### config.mk
export PLATFORM = sky130hd
export DESIGN_NAME = inst_encoder_loader
export DESIGN_NICKNAME = d
export VERILOG_FILES = /design/src/rtl/inst_encoder_loader.sv
export SDC_FILE = /design/constraint.sdc
export NUM_CORES = 1
export LEC_CHECK = 0
export ABC_AREA = 0
export CAP_MARGIN = 20
export CORE_ASPECT_RATIO = 0.6
export CORE_UTILIZATION = 34
export DETAILED_ROUTE_END_ITERATION = 16
export PLACE_DENSITY = 0.73
export SYNTH_ARGS = -nofsm -noshare
export SYNTH_HDL_FRONTEND = slang
export SYNTH_SLANG_ARGS = --single-unit
### constraint.sdc
create_clock -name clk -period 4.7 [get_ports clk]
set_clock_uncertainty 0.2 [all_clocks]
set_input_delay 0.94 -clock clk [delete_from_list [all_inputs] [get_ports clk]]
set_output_delay 0.94 -clock clk [all_outputs]
set_load 0.05 [all_outputs]
### src/rtl/inst_encoder_loader.sv
// rtl/inst_encoder_loader.sv - packs decoded RV32I fields into words and loads the program store
// Optional INST_ENC_CHECKSUM_EN adds an XOR checksum of every word written.
module inst_encoder_loader #(
  parameter int WIDTH    = 32,
  parameter int NUM_INST = 17
) (
  input  logic             clk,
  input  logic             rst,
  input  logic             in_valid,
  output logic             in_ready,
  input  logic [6:0]       opcode,
  input  logic [4:0]       rd,
  input  logic [4:0]       rs1,
  input  logic [4:0]       rs2,
  input  logic [2:0]       funct3,
  input  logic [6:0]       funct7,
  input  logic [12:0]      imm,
  input  logic             finish,
  output logic             mem_we,
  output logic [WIDTH-1:0] mem_addr,
  output logic [WIDTH-1:0] mem_wdata,
  output logic [4:0]       count,
  output logic             err,
`ifdef INST_ENC_CHECKSUM_EN
  output logic [WIDTH-1:0] checksum,
`endif
  output logic             done
);

  typedef enum logic [1:0] {LOAD, TERM, DONE} state_t;

  localparam logic [4:0] LAST = 5'(NUM_INST - 1);

  state_t           state, state_n;
  logic             we_n, err_n, done_n, accept, legal;
  logic [4:0]       count_n;
  logic [WIDTH-1:0] addr_n, wdata_n, slot_addr;
  logic [31:0]      enc;

  assign in_ready  = (state == LOAD) && (count < LAST);
  assign accept    = in_valid && in_ready;
  assign slot_addr = WIDTH'({count, 2'b00});

  always_comb begin
    enc   = 32'h0;
    legal = 1'b1;
    case (opcode)
      7'b0110011: enc = {funct7, rs2, rs1, funct3, rd, opcode};
      7'b0010011: begin
        // Shift-immediates carry funct7 in the upper immediate bits
        if (funct3 == 3'b001 || funct3 == 3'b101)
          enc = {funct7, imm[4:0], rs1, funct3, rd, opcode};
        else
          enc = {imm[11:0], rs1, funct3, rd, opcode};
      end
      7'b0000011: enc = {imm[11:0], rs1, funct3, rd, opcode};
      7'b0100011: enc = {imm[11:5], rs2, rs1, funct3, imm[4:0], opcode};
      7'b1100011: enc = {imm[12], imm[10:5], rs2, rs1, funct3, imm[4:1], imm[11], opcode};
      default:    legal = 1'b0;
    endcase
  end

  always_comb begin
    state_n = state;
    we_n    = 1'b0;
    addr_n  = mem_addr;
    wdata_n = mem_wdata;
    count_n = count;
    err_n   = 1'b0;
    done_n  = done;
    case (state)
      LOAD: begin
        if (accept) begin
          if (legal) begin
            we_n    = 1'b1;
            addr_n  = slot_addr;
            wdata_n = WIDTH'(enc);
            count_n = count + 5'd1;
          end else begin
            err_n = 1'b1;
          end
        end
        // A finish alongside an accept lands in TERM right behind that write
        if (finish) state_n = TERM;
      end
      TERM: begin
        we_n    = 1'b1;
        addr_n  = slot_addr;
        wdata_n = '0;
        done_n  = 1'b1;
        state_n = DONE;
      end
      default: state_n = DONE;
    endcase
  end

  always_ff @(posedge clk) begin
    if (rst) begin
      state     <= LOAD;
      mem_we    <= 1'b0;
      mem_addr  <= '0;
      mem_wdata <= '0;
      count     <= '0;
      err       <= 1'b0;
      done      <= 1'b0;
    end else begin
      state     <= state_n;
      mem_we    <= we_n;
      mem_addr  <= addr_n;
      mem_wdata <= wdata_n;
      count     <= count_n;
      err       <= err_n;
      done      <= done_n;
    end
  end

`ifdef INST_ENC_CHECKSUM_EN
  always_ff @(posedge clk) begin
    if (rst)       checksum <= '0;
    else if (we_n) checksum <= checksum ^ wdata_n;
  end
`endif

endmodule
==> results summary <==
The critical path launch point type is an input pin. The fraction of the yosys area taken by sequential cells is 44.71%. Dividing the final minimum period by the clock period gives 70.88%. The number of warning messages in the yosys log is 0. The flow ran to the end, and the final reports show no timing, DRC or antenna violations. On the final layout, the worst hold slack is 0.2567 ns. The post-CTS setup buffer count came out at 0. The part of the power in combinational logic is 19.5%. The width of the die came out at 103.6 µm. The row count is 21. Summed over all nets, the switching power comes to 0.2396 mW. The via count of the first global-routing pass came out at 1727. Counting instances in the post-synthesis netlist gives the leading cell types as 47 x dfxtp_1, 28 x buf_4, 24 x nor2_1. The count of input and output buffers is 94. The share of synthesized flip-flops with an asynchronous set or reset came out at 0%. The remaining max-slew budget at the tightest pin is 37.50%. In this run the remaining antenna-violating nets after routing total 0.

The number of vias after detailed routing is 1898. Ranked by total cell area, the synthesized netlist is headed by dfxtp_1 45%, buf_4 10%, nor2_1 4.3%. The worst endpoint data arrival time came out at 3.33 ns.

The maximum number of buffers from clock root to sink is 2. The switching part of the total power came out at 28.73%. The critical setup path kind is in -> reg. The sequential fraction of design power is 48.7%. Setup repair after global routing left no endpoint under its margin. The count of pins over their slew limit is 0. The placer's final routability congestion estimate is 0.7592. The worst hold path depth is 2. STA classifies the critical path endpoint as a flip-flop. After clock tree synthesis, the clock-pin slew on the worst setup and hold paths is 0.08 ns. The number of clock buffers inserted by TritonCTS is 5. The first-pass GRT wire length is 8983 µm.

For the pin with the worst max-slew slack, the measured transition is 0.9318 ns. The number of sinks handled by clock tree synthesis is 47. The register bit count reported by yosys is 47. The biggest fanout along the worst timing path came out at 14. The number of hold violations in the final report is 0.

The biggest area contributor in the post-synthesis netlist is dfxtp_1. The design draws 0.8341 mW. By instance count, the leading cell after synthesis is dfxtp_1. The average cell area after synthesis is 9.480 µm². Timing would allow up to 0.3002 GHz.

The logic depth of the worst register-to-register path is 4. The antenna diode count is 0. The via count normalized by instance count came out at 4.830. In this run the vertical extent of the chip is 62.94 µm.

TritonCTS built the clock tree. The clock latency of the later-clocked register in the worst-skew pair came out at 0.30 ns. The hold buffer count at cts is 0. The worst endpoint required time came out at 4.70 ns. Summing all placed instances gives a cell area of 3005 µm². The initial detailed-routing violation count came out at 75.

The time the final worst path needs with I/O delays and setup came out at 3.331 ns. Gates resized during post-CTS repair numbered 0. The post-synthesis instance area is 2105 µm². The floorplan die area came out at 6519 µm². The remaining global-route overflow is 0.

The estimated wirelength of the detail-placed design is 4170 µm. Setup violations remaining at the end of the flow were counted as 0. The number of top-level pins is 122.

The synthesized instance count came out at 222. The total wire length after detailed routing came out at 5574 µm. The area growth from synthesis to layout came out at 47.56%. Of the total power, the clock network draws 31.9%. The first detailed-routing pass took 4 iterations. Cell internal power was estimated by the tool at 0.5945 mW. The static power due to leakage came out at 1.187 nW.

The number of antenna violations at the first check in global routing is 0. Across the VDD grid, the largest voltage drop is 109.3 µV. The total global routing track utilization is 17.40%.

The tree is rooted in a clkbuf_8. The number of remaining DRC errors is 0. With fillers left out, the area of the finished cells amounts to 3105 µm². Max-cap violations in this run came to 0.

In the final timing run, aggregate negative setup slack is 0 ns. The min-delay analysis places its worst path in the category reg -> reg. The initial standard-cell utilization of the core is 36.57%. The pin count of the biggest net entering global routing is 23. For this design the ratio of total power to cell area is 268.6 nW/µm².

The count of different cell masters after synthesis came out at 38. Among all flip-flop cells after synthesis, the most frequent one is dfxtp_1. The area inside the core boundary came out at 5754 µm². The number of flops mapped to enable cells by yosys came out at 0. The post-layout net count came out at 362. Of the post-synthesis cell area, the dominant cell type holds 44.71%. The wire length per cell after detailed routing came out at 14.18 µm. CTS built an H-tree with a depth of 2. Of the cells placed in the final design, the portion with a size suffix greater than 1 is 5.431%.
-- through the flow --
step / std cells / util, % / setup WS (ns)
6_report: 393 / 53.97 / 1.369
5_1_grt: 393 / 53.97 / 1.159
4_1_cts: 393 / 53.97 / 1.378
3_5_place_dp: 385 / 52.23 / 1.054
3_3_place_gp: 385 / 52.23 / 1.163
2_1_floorplan: 248 / - / 1.943
-- placed cells by master, fill, tap and decap left out, types with 2 or more instances in the layout --
cell,count
mux2i_1,6
nand2b_1,3
and3_1,2
clkbuf_8,7
clkdlybuf4s50_1,94
nor3b_1,5
xnor2_1,2
a31o_2,2
conb_1,27
nor3_1,2
nor2b_1,5
a22o_1,9
nand3_1,9
a221o_1,6
o2bb2ai_1,10
o21ai_0,3
dfxtp_1,47
o21a_1,2
nor2_1,24
a21oi_1,7
a211oi_1,2
inv_1,2
nand2_1,14
a32oi_1,5
and2_1,3
-- critical path, stage by stage --
cell and delay [ns]:
clkdlybuf4s50_1 0.76, nand2b_1 0.31, a211oi_4 0.70, nor2_1 0.30
a31o_2 0.31
-- final cells by class --
cell class              instances  area [µm²]
clock buffers                   8       100.1
flip-flops and latches         47       940.9
repair buffers                 95       948.4
well taps                      80       100.1
fillers                       505        2649
multi-input cells             161        1008
inverters                       2       7.507
-- metal layers --
metal,track usage [%],up-vias,routed length [µm]
met1,25.95,885,2896
met5,0,-,0
met3,5.527,7,397
met2,23.24,79,2227
li1,-,927,-
met4,4.891,0,52
-- flip-flops by register name, indices dropped and copies added, names as in the netlist --
name       count
count          5
done           1
err            1
mem_addr       5
mem_wdata     32
mem_we         1
state          2
-- worst paths after layout --
check	start	end	slack, ns
setup / recovery	opcode[5]	mem_addr[6]$_SDFFE_PP0P_	1.37
hold / removal	mem_wdata[1]$_SDFFE_PP0P_	mem_wdata[1]$_SDFFE_PP0P_	0.26
setup reg to reg	state[1]$_SDFFE_PP0P_	mem_addr[6]$_SDFFE_PP0P_	2.20
hold reg to reg	mem_wdata[1]$_SDFFE_PP0P_	mem_wdata[1]$_SDFFE_PP0P_	0.26
-- power by group through the flow --
stage | clock (mW) | sequential (mW) | combinational, mW
floorplan | 0 | 0.427 | 0.107
global placement | 0 | 0.415 | 0.160
detailed placement | 0 | 0.415 | 0.161
CTS | 0.274 | 0.406 | 0.162
global route | 0.289 | 0.407 | 0.172
finish | 0.266 | 0.406 | 0.162
-- logic make-up after synthesis --
logic type      count (synthesis)  synth area share, %
flops                          47                44.71
compound gates                 52                20.93
simple gates                   73                17.66
other cells                     1               0.1782
xor+xnor                        2               0.8325
mux                             6                2.854
fa+ha+maj                       1               0.5944
buf+inv                        40                12.25
No activity file was read; power rests on OpenSTA's default activity.
